`src/rtl/mine_placer.sv`:
```
// Places a requested number of mines on a 2^GRID_BITS cell board from a stream of
// random bytes, never on the first-clicked cell, giving up after MAX_TRIES draws.
module mine_placer #(
  parameter int GRID_BITS = 6,
  parameter int MAX_TRIES = 1023
) (
  input  logic                        clk,
  input  logic                        reset,
  input  logic                        start,
  input  logic [GRID_BITS-1:0]        mine_count,
  input  logic [GRID_BITS-1:0]        safe_cell,
  input  logic [7:0]                  rnd,
  input  logic                        rnd_valid,
  output logic [(1<<GRID_BITS)-1:0]   mine_map,
  output logic [GRID_BITS-1:0]        placed,
  output logic                        busy,
  output logic                        done,
  output logic                        fail
);

  localparam int CELLS = 1 << GRID_BITS;
  localparam int TRY_W = $clog2(MAX_TRIES + 1);
  localparam logic [GRID_BITS-1:0] MAX_TARGET = GRID_BITS'(CELLS - 1);
  localparam logic [TRY_W-1:0]     TRY_LIMIT  = TRY_W'(MAX_TRIES);

  typedef enum logic [1:0] {
    IDLE  = 2'd0,
    PLACE = 2'd1,
    DONE  = 2'd2
  } state_t;

  state_t               state_reg,  state_next;
  logic [CELLS-1:0]     map_reg,    map_next;
  logic [GRID_BITS-1:0] placed_reg, placed_next;
  logic [GRID_BITS-1:0] target_reg, target_next;
  logic [GRID_BITS-1:0] safe_reg,   safe_next;
  logic [TRY_W-1:0]     tries_reg,  tries_next;
  logic                 fail_reg,   fail_next;

  logic [GRID_BITS-1:0] idx;
  logic [CELLS-1:0]     idx_onehot;
  logic                 draw_ok;
  logic [GRID_BITS-1:0] placed_inc;
  logic [TRY_W-1:0]     tries_inc;

  // Only the low GRID_BITS of the random byte select a cell.
  assign idx = rnd[GRID_BITS-1:0];

  generate
    if (GRID_BITS < 8) begin : g_rnd_hi
      logic unused_rnd_hi;
      assign unused_rnd_hi = ^rnd[7:GRID_BITS];
    end
  endgenerate

  for (genvar gi = 0; gi < CELLS; gi++) begin : g_dec
    assign idx_onehot[gi] = (idx == GRID_BITS'(gi));
  end

  // A draw lands only on a cell that is neither the safe cell nor already mined.
  assign draw_ok    = (idx != safe_reg) && ((map_reg & idx_onehot) == '0);
  assign placed_inc = draw_ok ? placed_reg + GRID_BITS'(1) : placed_reg;
  assign tries_inc  = tries_reg + TRY_W'(1);

  always_comb begin
    state_next  = state_reg;
    map_next    = map_reg;
    placed_next = placed_reg;
    target_next = target_reg;
    safe_next   = safe_reg;
    tries_next  = tries_reg;
    fail_next   = fail_reg;
    unique case (state_reg)
      IDLE: begin
        if (start) begin
          state_next  = PLACE;
          safe_next   = safe_cell;
          target_next = (mine_count > MAX_TARGET) ? MAX_TARGET : mine_count;
          map_next    = '0;
          placed_next = '0;
          tries_next  = '0;
          fail_next   = 1'b0;
        end
      end
      PLACE: begin
        // Completion is checked before any draw, so a satisfied run never draws again.
        if (placed_reg == target_reg) begin
          state_next = DONE;
        end else if (rnd_valid) begin
          tries_next  = tries_inc;
          placed_next = placed_inc;
          if (draw_ok) begin
            map_next = map_reg | idx_onehot;
          end
          if ((tries_inc == TRY_LIMIT) && (placed_inc != target_reg)) begin
            state_next = DONE;
            fail_next  = 1'b1;
          end
        end
      end
      DONE: begin
        state_next = IDLE;
      end
      default: begin
        state_next = IDLE;
      end
    endcase
  end

  always_ff @(posedge clk or negedge reset) begin
    if (!reset) begin
      state_reg  <= IDLE;
      map_reg    <= '0;
      placed_reg <= '0;
      target_reg <= '0;
      safe_reg   <= '0;
      tries_reg  <= '0;
      fail_reg   <= 1'b0;
    end else begin
      state_reg  <= state_next;
      map_reg    <= map_next;
      placed_reg <= placed_next;
      target_reg <= target_next;
      safe_reg   <= safe_next;
      tries_reg  <= tries_next;
      fail_reg   <= fail_next;
    end
  end

  assign mine_map = map_reg;
  assign placed   = placed_reg;
  assign busy     = (state_reg == PLACE);
  assign done     = (state_reg == DONE);
  assign fail     = fail_reg;

endmodule

```
`config.mk`:
```
export PLATFORM = sky130hd
export DESIGN_NAME = mine_placer
export DESIGN_NICKNAME = d
export VERILOG_FILES = /design/src/rtl/mine_placer.sv
export SDC_FILE = /design/constraint.sdc
export NUM_CORES = 1
export LEC_CHECK = 0
export CAP_MARGIN = 10
export CORE_MARGIN = 4
export CORE_UTILIZATION = 25
export DETAILED_ROUTE_END_ITERATION = 7
export GPL_TIMING_DRIVEN = 1
export PLACE_DENSITY_LB_ADDON = 0.3
export SLEW_MARGIN = 0
export SYNTH_ARGS = -nofsm -noshare
export SYNTH_HDL_FRONTEND = slang
export SYNTH_SLANG_ARGS = --single-unit
```
`constraint.sdc`:
```
create_clock -name clk -period 2.1 [get_ports clk]
set_clock_uncertainty 0.15 [all_clocks]
set_input_delay 0.42 -clock clk [delete_from_list [all_inputs] [get_ports clk]]
set_output_delay 0.42 -clock clk [all_outputs]
set_load 0.1 [all_outputs]
```
### Word-level counts from Yosys, hierarchy flattened

Cells that the tools add are included.

* register bits: 95
* output and inout port bits: 73
* word-level logic and storage cells: 124

* add/sub/neg operators: 2
* magnitude comparators: 1
* equal/unequal tests: 76
* muxes and demuxes: 25
* bitwise operators: 2
* reductions and logical operators: 11

Operators with widths (count)
* 2-to-1 mux 64 bit: 4
* equality test 6 bit, second input constant: 32
* one-hot mux 64 bit (2 select lines): 1
* equality test 6 x 5 -> 1 bit, second input constant: 16
* bitwise AND 64 bit: 1
* zero test 64 bit: 1
* bitwise OR 64 bit: 1
* equality test 6 x 4 -> 1 bit, second input constant: 8
* 2-to-1 mux 10 bit: 3
* 2-to-1 mux 6 bit: 5
* equality test 6 x 3 -> 1 bit, second input constant: 4
* one-hot mux 10 bit (2 select lines): 1
* equality test 6 x 2 -> 1 bit, second input constant: 2
* inequality test 6 bit: 2
* one-hot mux 6 bit (2 select lines): 1
* adder 10 x 1 -> 10 bit, second input constant: 1
* equality test 10 bit, second input constant: 1
* AND reduction 5 bit: 2
* 2-to-1 mux 2 bit: 4
* adder 6 x 1 -> 6 bit, second input constant: 1
* equality test 6 x 1 -> 1 bit, second input constant: 1
* equality test 6 bit: 1
* greater-than comparator 6 bit, second input constant: 1
* zero test 6 bit: 1
* 15 further kinds: 22

### Logic depth before layout (Yosys ltp)

Gate-level depths: netlist (run 1).

* word-level depth: 11
* depth in mapped cells: 12
* mapped depth without buffers: 8

### Worst setup path after synthesis (run 1)

OpenSTA, ideal clock, no wires.

* kind: flip-flop to flip-flop
* from: register placed_reg[2], in the netlist placed[2]
* to: register state_reg[1]
* setup time: 0.132 ns
* arrival: 2.815 ns
* required time: 1.818 ns
* path slack: -0.997 ns
* cell stages (with the launch flop): 9
* buffers on the path: 1
* clock period less this slack: 3.097 ns
* cells stage by stage: dfrtp_1 > buf_2 > nand3_1 > or4b_2 > o211ai_1 > nand2_1 > a2111oi_0 > a21o_1 > a21boi_0

* longest elaborated chain between the ends: 6
* elaborated cells on any way between the ends: 10
* classes of those cells: add/sub: 1; eq/ne: 4; mux: 3; reduce/logical: 2

Ends and longest elaborated chain
* from (decl): RTL line 34 `logic [GRID_BITS-1:0] placed_reg, placed_next;`
* from (signal assigned): RTL line 122 `placed_reg <= placed_next;`
* adder 6 x 1 -> 6 bit: RTL line 62 `assign placed_inc = draw_ok ? placed_reg + GRID_BITS'(1) : placed_reg;`
* 2-to-1 mux 6 bit: RTL line 62
* inequality test 6 bit: RTL line 95 `if ((tries_inc == TRY_LIMIT) && (placed_inc != target_reg)) begin`
* logical AND 1 bit: RTL line 95
* inequality test 3 x 1 -> 1 bit (no source line)
* AND reduction 3 bit (no source line)
* to (signal assigned): RTL line 120 `state_reg <= state_next;`
* to (decl): RTL line 32 `state_t state_reg, state_next;`

Parallel ways exist; a longest one is shown, timed or not.
A chain may end at the register's enable or synchronous reset.

### Final worst setup path (run 1)

* from: input rnd[2]
* to: register state_reg[0]

* longest elaborated chain between the ends: 9
* elaborated cells on any way between the ends: 73
* classes of those cells: eq/ne: 66; mux: 1; bitwise: 1; reduce/logical: 5

Ends and longest elaborated chain
* from (decl): RTL line 12 `input logic [7:0] rnd,`
* equality test 6 x 1 -> 1 bit, or another cell as far along: RTL line 57 `assign idx_onehot[gi] = (idx == GRID_BITS'(gi));`
* bitwise AND 64 bit: RTL line 61 `assign draw_ok = (idx != safe_reg) && ((map_reg & idx_onehot) == '0);`
* zero test 64 bit: RTL line 61
* logical AND 1 bit *: RTL line 61
* 2-to-1 mux 6 bit *: RTL line 62
* inequality test 6 bit *: RTL line 95
* logical AND 1 bit *: RTL line 95
* inequality test 3 x 1 -> 1 bit (no source line) *
* AND reduction 3 bit (no source line) *

Mark *: on every way between the ends. The rest lies on a longest branch, timed or not.

==> impl_metrics.yaml, run 1 <==
timing:
  period_needed_ns: 2.60
  finalHoldViolCount: 0
  timing.final.crit_share_pct: 124
  max_slew_margin_pct: 68.7
  tns_ns: -28.66
  fmax_ghz: 0.385
  final_max_slew_viol_count: 0
  rsz0062_at_grt: "yes"
  worstMarginPinSlew_ns: 0.470
  fin_ws_ns: -0.500
  setup_viol: 73
critical_path:
  reg2reg_from: "mine_map[57]"
  r2r_cells: 9
  cp-endpoint: "state_reg[0]"
  cp_num_buf_inv: 6
  critPathSlowestCell: "nor4_4"
  startpoint_type: "input pin"
  cp_num_cells: 13
  critPathKind: "input pin to flop"
  cpPeakStageDelay_ns: 0.33
  path_delay_family: "buffers and inverters"
  crit_chain: "buf_4 > buf_12 > buf_4 > nor4_4 > buf_4 > a32oi_1 > a22oi_1 > a2bb2oi_2 > nor4b_4 > buf_6 > buf_12 > a21o_1 > a31o_1"
  r2r-end: "placed[3]"
  path_max_fanout: 16
  end_kind: "flop"
  cp.required_ns: 2.19
  r2r_slack_ns: -0.47
  cp_common_cell: "buf_4"
  cp.arrival_ns: 2.69
  cp-startpoint: "rnd[2]"
layout:
  largest_reg_flops: 64
  drive_gt1_share_pct: 46.5
  fin_cells: 1130
  final_cell_area_um2: 9800
  syn2layout_area_growth_pct: 81.3
  antenna_cells: 0
  layout.nets: 877
  fillers: 1917
  finish.utilization_pct: 46.3
die:
  io_pins: 97
  start_util_pct: 25.5
  die_h_um: 155
  fp.dieW_um: 155
  dieArea_um2: 24000
  core_region_area_um2: 21200
  rows: 53
synthesis:
  synth_seq_cells: 95
  yosysSeqAreaShare_pct: 44.0
  async_flop_share_pct: 100
  syn_area_um2: 5400
  synth_cells: 599
  ys_types: 67
  ys.flop_type: "dfrtp_1"
  synth-edff-count: 0
  yosys_warnings: 0
  avgSynthCellArea_um2: 9.02
  syn-num-nets: 626
placement:
  place_inst: 1089
  hpwlAfterDp_mm: 15.2
  dp_worst_setup_slack_ns: -1.12
  portBuffers: 94
  place_area_um2: 8840
  gp_congestion: 0.941
status:
  status: "finished, violations left"
  violations: "setup timing"
detailed_routing:
  drc: 0
  dr.pass1.iters: 5
  wire_per_inst_um: 19.2
  first_iter_violations: 423
  vias_per_cell: 5.16
  drt-total-wl_mm: 21.7
  postRouteAntennaNets: 0
  vias: 5835
grt:
  antenna_found_initial: 0
  grt_util_all_layers_pct: 18.0
  grt_max_degree: 41
  grt_pass1_wl_mm: 33.8
  grt_overflow_total: 0
  grt_pass1_vias: 5818
power_and_ir_drop:
  power.density_nw_per_um2: 741
  p_leak_nw: 4.24
  ir_worst_vdd_mv: 0.487
clock_tree:
  cts_sinks: 95
  cts_tree: "done"
  clockRootBuffer: "clkbuf_16"
  cts-buffers-inserted: 9
  clk_pin_slew_ns: 0.06
  clock_latency_ns: 0.35
  cts_buffer_depth: 2
  h-tree-depth: 3
job:
  drv_cap: 0
min_path:
  hp-class: "flop to flop"
==> report_power, final <==
part	switching (mW)	internal (mW)
Combinational	1.96	1.45
Clock	0.712	0.866
Sequential	0.223	2.05
==> stage by stage <==
| stage | hold slack, ns | power (mW) |
|---|---|---|
| finish | 0.347 | 7.26 |
| global route | 0.367 | 7.63 |
| CTS | 0.341 | 7.13 |
| detailed placement | 0.248 | 5.34 |
| global placement | 0.247 | 5.31 |
| floorplan | -0.0256 | 4.01 |
==> repair_timing <==
| action | in CTS | in global routing |
|---|---|---|
| endpoints found under the setup margin | 83 | 83 |
| buffers inserted | 17 | 2 |
| endpoints found under the hold margin | 26 | 0 |
| resized for setup | 61 | 35 |
| cloned | 8 | 0 |
| pin swaps | 16 | 30 |
| hold buffers | 1 | 0 |
==> Yosys cell counts, types with 14 or more instances <==
cell type,count,area [um^2]
nand4_1,25,156
a41oi_1,38,333
inv_1,30,113
clkbuf_1,32,120
dfrtp_1,95,2380
nor2_1,61,229
o21ai_0,15,75.1
a21oi_1,37,185
nand2_1,61,229
buf_2,15,75.1
and3_1,14,87.6
nand3_1,18,90.1
==> cell families after synthesis <==
logic type | after synthesis | share of synthesized area (%)
multiplexers | 10 | 1.99
flip-flops | 95 | 44.0
XOR/XNOR | 19 | 3.08
buffers and inverters | 87 | 7.09
AO/OA/AOI/OAI | 142 | 18.4
AND/OR/NAND/NOR | 243 | 24.8
adder cells (fa/ha/maj) | 3 | 0.695
==> final cells by class <==
cell class	count	area [um^2]	area share, %
tap	275	344	3.51
clock buffer	13	260	2.66
timing repair buffer	297	3590	36.7
multi-input combinational	417	3020	30.8
clock inverter	3	17.5	0.179
inverter	30	113	1.15
sequential	95	2460	25.1
==> cell usage in the layout (no fill, tap or decap), types with 7 or more instances in the layout <==
cell / instances
nor2_1: 60
dfrtp_1: 56
dfrtp_4: 12
nand3_1: 14
a21oi_1: 31
clkdlybuf4s50_1: 14
a41oi_1: 27
buf_12: 90
buf_4: 169
buf_6: 10
nand2_1: 61
o21ai_1: 7
and3_1: 13
xor2_1: 9
dfrtp_2: 27
clkbuf_16: 9
a41oi_2: 11
nand4_1: 25
xnor2_1: 7
o21ai_0: 10
inv_1: 29
==> per-layer routing <==
metal	vias up	track usage, %	share of wire [%]
met5	-	0	0
met3	35	4.23	7.7
met2	220	26.4	44
li1	2719	-	-
met1	2861	25.4	45
met4	0	7.32	2.9
==> worst min-delay path by stage <==
| stage | startpoint | slack [ns] | cells after the start | to |
|---|---|---|---|---|
| after floorplan | reset | -0.03 | 0 | fail |
| after global placement | reset | 0.25 | 1 | mine_map[58] |
| after detailed placement | reset | 0.25 | 1 | mine_map[36] |
| after CTS | tries_reg[5] | 0.34 | 1 | tries_reg[5] |
| after global routing | tries_reg[5] | 0.37 | 1 | tries_reg[5] |
| final | safe_reg[3] | 0.35 | 2 | safe_reg[3] |
==> worst register-to-register path, stage by stage, from the launching register on <==
cell,delay [ns]
dfrtp_4,0.47
mux2_4,0.28
and4_1,0.16
nor4_1,0.16
nand4_1,0.23
nor4b_4,0.33
buf_6,0.22
buf_12,0.16
nand4_1,0.10
nor3b_2,0.17
(Power assumes the default switching activity.)
==> inputs of run 2 (changes only) <==
--- a/config.mk
+++ b/config.mk
@@ -6,6 +6,8 @@
 export NUM_CORES = 1
 export LEC_CHECK = 0
 export CAP_MARGIN = 10
+export CELL_PAD_IN_SITES_DETAIL_PLACEMENT = 2
+export CELL_PAD_IN_SITES_GLOBAL_PLACEMENT = 2
 export CORE_MARGIN = 4
 export CORE_UTILIZATION = 25
 export DETAILED_ROUTE_END_ITERATION = 7
==> run 2 against run 1 <==
Effect of this change: the flow still finishes with violations (setup timing); maximum frequency decreased by 5.5%; clock-buffer cell count decreased by 2; via count increased by 5.8%; worst setup slack got worse by 0.15 ns; core utilization increased by 0.20 points; register-to-register slack got worse by 0.13 ns; highest routed layer unchanged; wire length increased by 40%; non-clock buffer count decreased by 24; cell count decreased by 2.0%; critical path depth decreased by 2.
==> impl_metrics.yaml, run 2 (synthesis results as in run 1) <==
critical_path:
  critPathKind: "input pin to flop"
  cp_common_cell: "nand4_1"
  cp.arrival_ns: 2.86
  critPathSlowestCell: "nor4b_4"
  cp_num_buf_inv: 4
  crit_chain: "buf_2 > bufbuf_16 > and4b_1 > a22oi_1 > a221o_1 > nand4_1 > nor4b_4 > buf_6 > buf_12 > nand4_1 > a21oi_1"
  startpoint_type: "input pin"
  r2r_slack_ns: -0.60
  path_max_fanout: 12
  reg2reg_from: "mine_map[3]"
  path_delay_family: "simple AND/OR/NAND/NOR gates"
  cpPeakStageDelay_ns: 0.39
  cp.required_ns: 2.20
  r2r_cells: 9
  r2r-end: "mine_map[25]"
  end_kind: "flop"
power_and_ir_drop:
  p_int_mw: 4.40
  power.switching_mw: 3.28
  pwr-share-comb_pct: 48.1
  power.density_nw_per_um2: 780
  p_sw_share_pct: 42.7
  power_frac_clock_pct: 22.2
  seq_power_share_pct: 29.7
  p_leak_nw: 4.08
  ir_worst_vdd_mv: 0.798
  p_total_mw: 7.68
timing:
  worstMarginPinSlew_ns: 0.464
  rsz0062_at_grt: "yes"
  fin_ws_ns: -0.653
  final_max_slew_viol_count: 0
  max_slew_margin_pct: 69.0
  finalHoldViolCount: 0
  hold_ws_ns: 0.362
  setup_viol: 73
  fmax_ghz: 0.363
  period_needed_ns: 2.75
  timing.final.crit_share_pct: 131
die:
  dieArea_um2: 24000
  io_pins: 97
  start_util_pct: 25.5
  rows: 53
  die_h_um: 155
  fp.dieW_um: 155
  core_region_area_um2: 21200
grt:
  grt_pass1_vias: 6920
  grt_overflow_total: 0
  antenna_found_initial: 0
  grt_pass1_wl_mm: 43.1
  grt_util_all_layers_pct: 23.2
  grt_max_degree: 39
clock_tree:
  cts_buffer_depth: 2
  clock_latency_ns: 0.36
  cts-buffers-inserted: 9
  cts_sinks: 95
  clockRootBuffer: "clkbuf_16"
  clk_pin_slew_ns: 0.07
  h-tree-depth: 3
  cts_tree: "done"
detailed_routing:
  vias_per_cell: 5.58
  postRouteAntennaNets: 0
  vias: 6175
  drc: 0
  wire_per_inst_um: 27.4
  first_iter_violations: 422
  dr.pass1.iters: 5
  drt-total-wl_mm: 30.3
status:
  status: "finished, violations left"
  violations: "setup timing"
layout:
  largest_reg_flops: 64
  finish.utilization_pct: 46.5
  fillers: 2127
  syn2layout_area_growth_pct: 82.1
  antenna_cells: 0
  final_cell_area_um2: 9840
  drive_gt1_share_pct: 49.0
  layout.nets: 854
  layout_common_cells: "buf_4 (147), buf_12 (90), nand2_1 (61), nor2_1 (59), dfrtp_1 (56)"
  final_common_cell: "buf_4"
placement:
  portBuffers: 94
  gp_congestion: 0.926
  dp_worst_setup_slack_ns: -1.29
  hpwlAfterDp_mm: 18.8
  place_area_um2: 8710
job:
  drv_cap: 0
min_path:
  hp-class: "flop to flop"
  hold_depth: 2
  worstHoldStart: "target_reg[4]"
  holdPathEnd: "target_reg[4]"
==> run 2: cell type report <==
cell class	instances	area [um^2]	area share [%]
repair buffers	273	3390	34.5
well taps	275	344	3.50
inverters	30	113	1.14
multi-input cells	418	3240	33.0
clock buffers	11	233	2.37
clock inverters	5	58.8	0.598
flip-flops and latches	95	2460	25.0
==> run 2: timing repair <==
| action | 4_1_cts | 5_1_grt |
|---|---|---|
| hold buffers | 1 | 0 |
| pin swaps | 26 | 80 |
| setup buffers | 6 | 3 |
| gates resized for setup | 59 | 64 |
| endpoints found under the hold margin | 22 | 0 |
| setup endpoints to repair | 79 | 81 |
| cloned | 6 | 6 |
==> run 2: stage by stage <==
step / std cells / TNS (ns)
after floorplan: 599 / -25.40
after global placement: 1071 / -83.19
after detailed placement: 1071 / -89.03
after CTS: 1100 / -29.82
after global routing: 1107 / -46.59
final: 1107 / -41.06
==> run 2: worst register-to-register path, cell delays in order, from the launching register on <==
cell and delay [ns]:
dfrtp_4 0.50, mux2_1 0.31, and4_1 0.23, nor4_2 0.24, o21ai_1 0.13, nor4b_4 0.32
buf_6 0.22, buf_12 0.14, nand4_1 0.14, a21oi_1 0.21
==> run 2: worst max path at each step <==
stage	from	end	slack [ns]	cells after the start
after global placement	rnd[2]	mine_map[34]	-1.22	11
after global routing	mine_map[3]	mine_map[42]	-0.71	9
final	rnd[3]	mine_map[25]	-0.65	11
after CTS	mine_map[57]	mine_map[42]	-0.48	9
after floorplan	mine_map[57]	mine_map[49]	-0.39	9
after detailed placement	rnd[2]	mine_map[50]	-1.29	11
==> run 2: metal layers <==
layer / routed length [um] / global-route usage (%)
met5: 0 / 0
met4: 1240 / 11.7
met3: 1450 / 4.17
met2: 15600 / 40.0
met1: 12000 / 27.8
==> run 2: power groups by stage <==
| stage | registers, mW | clock network, mW | logic [mW] |
|---|---|---|---|
| after floorplan | 2.63 | 0 | 1.38 |
| after global placement | 2.28 | 0 | 3.01 |
| after detailed placement | 2.30 | 0 | 3.15 |
| after CTS | 2.27 | 1.72 | 3.36 |
| after global routing | 2.31 | 1.83 | 3.92 |
| final | 2.28 | 1.71 | 3.69 |
==> inputs of run 3 (changes only) <==
--- a/config.mk
+++ b/config.mk
@@ -9,7 +9,7 @@
 export CELL_PAD_IN_SITES_DETAIL_PLACEMENT = 2
 export CELL_PAD_IN_SITES_GLOBAL_PLACEMENT = 2
 export CORE_MARGIN = 4
-export CORE_UTILIZATION = 25
+export CORE_UTILIZATION = 29
 export DETAILED_ROUTE_END_ITERATION = 7
 export GPL_TIMING_DRIVEN = 1
 export PLACE_DENSITY_LB_ADDON = 0.3
==> run 3 against run 2 <==
Effect of this change: the flow still finishes with violations (setup timing); maximum frequency down 12%; worst setup slack worse by 0.37 ns; sequential share of layout area shrank 1.3 points; clock-buffer cell count grew 1; die area shrank 13%; combinational power increased by 16%; clock power up 5%; core utilization is 11 points higher; first-iteration DRC count grew 47%; critical path type unchanged; critical endpoint is now fail.
==> impl_metrics.yaml, run 3 (synthesis results as in run 1) <==
grt:
  grt_pass1_wl_mm: 50.9
  gr-usage-met2_pct: 57.3
  grt_max_degree: 57
  grtUsageMet1_pct: 39.5
  antenna_found_initial: 0
  grt_pass1_vias: 7407
  grt_util_all_layers_pct: 33.4
  grt.busiest_layer: "met2"
  grt_overflow_total: 0
  met3_usage_pct: 6.94
layout:
  drive_gt1_share_pct: 55.7
  syn2layout_area_growth_pct: 92.4
  fin_cells: 1083
  final_common_cell: "buf_4"
  layout_common_cells: "buf_4 (162), buf_12 (89), nand2_1 (61), dfrtp_1 (56), nor2_1 (41)"
  fillers: 1681
  finish.utilization_pct: 57.3
  largest_reg_flops: 64
  antenna_cells: 0
  layout.nets: 876
timing:
  finalHoldViolCount: 0
  setup_viol: 80
  fmax_ghz: 0.320
  final_max_slew_viol_count: 0
  max_slew_margin_pct: 59.1
  worstMarginPinSlew_ns: 0.608
  period_needed_ns: 3.12
  rsz0062_at_grt: "yes"
  timing.final.crit_share_pct: 149
  fin_ws_ns: -1.02
  tns_ns: -57.58
  hold_ws_ns: 0.321
clock_tree:
  cts_buffer_depth: 2
  h-tree-depth: 3
  clk_pin_slew_ns: 0.08
  cts-buffers-inserted: 9
  cts_tree: "done"
  clock_latency_ns: 0.38
  cts_sinks: 95
  clockRootBuffer: "clkbuf_16"
detailed_routing:
  wire_per_inst_um: 36.5
  first_iter_violations: 619
  postRouteAntennaNets: 0
  vias: 6881
  drc: 0
  dr.pass1.iters: 5
  drt-total-wl_mm: 39.5
  vias_per_cell: 6.35
critical_path:
  cp_common_cell: "buf_6"
  cp.arrival_ns: 3.21
  path_max_fanout: 7
  cpPeakStageDelay_ns: 0.45
  end_kind: "flop"
  cp.required_ns: 2.19
  cp_num_buf_inv: 5
  critPathKind: "input pin to flop"
  startpoint_type: "input pin"
  critPathSlowestCell: "nor4_2"
  path_delay_family: "buffers and inverters"
  crit_chain: "dlygate4sd2_1 > buf_4 > nand2_1 > o221ai_1 > nor4_2 > o21ai_2 > nor4b_4 > buf_6 > buf_6 > buf_16 > nor2_1 > o31ai_1"
status:
  violations: "setup timing"
  status: "finished, violations left"
placement:
  hpwlAfterDp_mm: 18.2
  portBuffers: 94
  place_inst: 1023
  gp_congestion: 0.916
die:
  rows: 49
  start_util_pct: 29.8
  core_region_area_um2: 18100
  dieArea_um2: 20900
  die_h_um: 145
  io_pins: 97
  fp.dieW_um: 145
power_and_ir_drop:
  power.density_nw_per_um2: 808
  ir_worst_vdd_mv: 1.04
  p_leak_nw: 4.30
min_path:
  hp-class: "input pin to async pin"
job:
  drv_cap: 0
-- run 3: metrics by stage --
stage	total power, mW	setup slack (ns)	instance area (um^2)
floorplan	4.01	-0.390	5630
global placement	5.18	-1.22	8590
detailed placement	5.35	-1.42	8590
CTS	7.59	-0.573	9910
global route	8.66	-0.994	10400
finish	8.40	-1.02	10400
-- run 3: where the power goes --
part           total (mW)  switching, mW  internal (mW)
Sequential           2.33          0.284           2.05
Clock                1.79          0.914          0.874
Combinational        4.28           2.68           1.60
-- run 3: worst register-to-register path, delay by kind of cell, from the launching register on --
kind,cells,cell delay [ns]
AOI/OAI and AO/OA,2,0.53
buffers and inverters,3,0.48
and+or+nand+nor,4,0.92
muxes,1,0.32
DFF,1,0.50
-- run 3: path summary, 6_finish.rpt --
check | start | to | slack, ns | cells past startpoint
setup / recovery | rnd[4] | fail | -1.02 | 12
hold / removal | reset | mine_map[48] | 0.32 | 2
setup reg to reg | mine_map[2] | fail | -0.94 | 10
hold reg to reg | tries_reg[5] | tries_reg[5] | 0.41 | 1
max in group asynchronous | reset | placed[1] | 0.79 | 3
min in group clk | tries_reg[5] | tries_reg[5] | 0.41 | 1
-- run 3: timing repair --
action                     in CTS  in global routing
pin swaps                      66                 66
setup endpoints to repair      83                 83
gates resized for setup       116                 93
hold endpoints to repair       18                  0
hold buffers                    1                  0
cloned                         15                  1
setup buffers                  22                  8
-- run 3: cell type report --
type | instances | area [um^2] | share of cell area [%]
clock buffers | 12 | 256 | 2.47
clock inverters | 4 | 30.0 | 0.289
repair buffers | 295 | 3690 | 35.5
multi-input cells | 418 | 3560 | 34.2
flip-flops and latches | 95 | 2460 | 23.6
well taps | 229 | 287 | 2.76
inverters | 30 | 113 | 1.08
-- run 3: routing by layer --
layer / routed length [um] / vias to the layer above / share of wire, %
met3: 2460 / 174 / 6.2
li1: - / 2698 / -
met1: 15100 / 3595 / 38
met4: 2600 / 0 / 6.6
met2: 19300 / 414 / 49
met5: 0 / - / 0
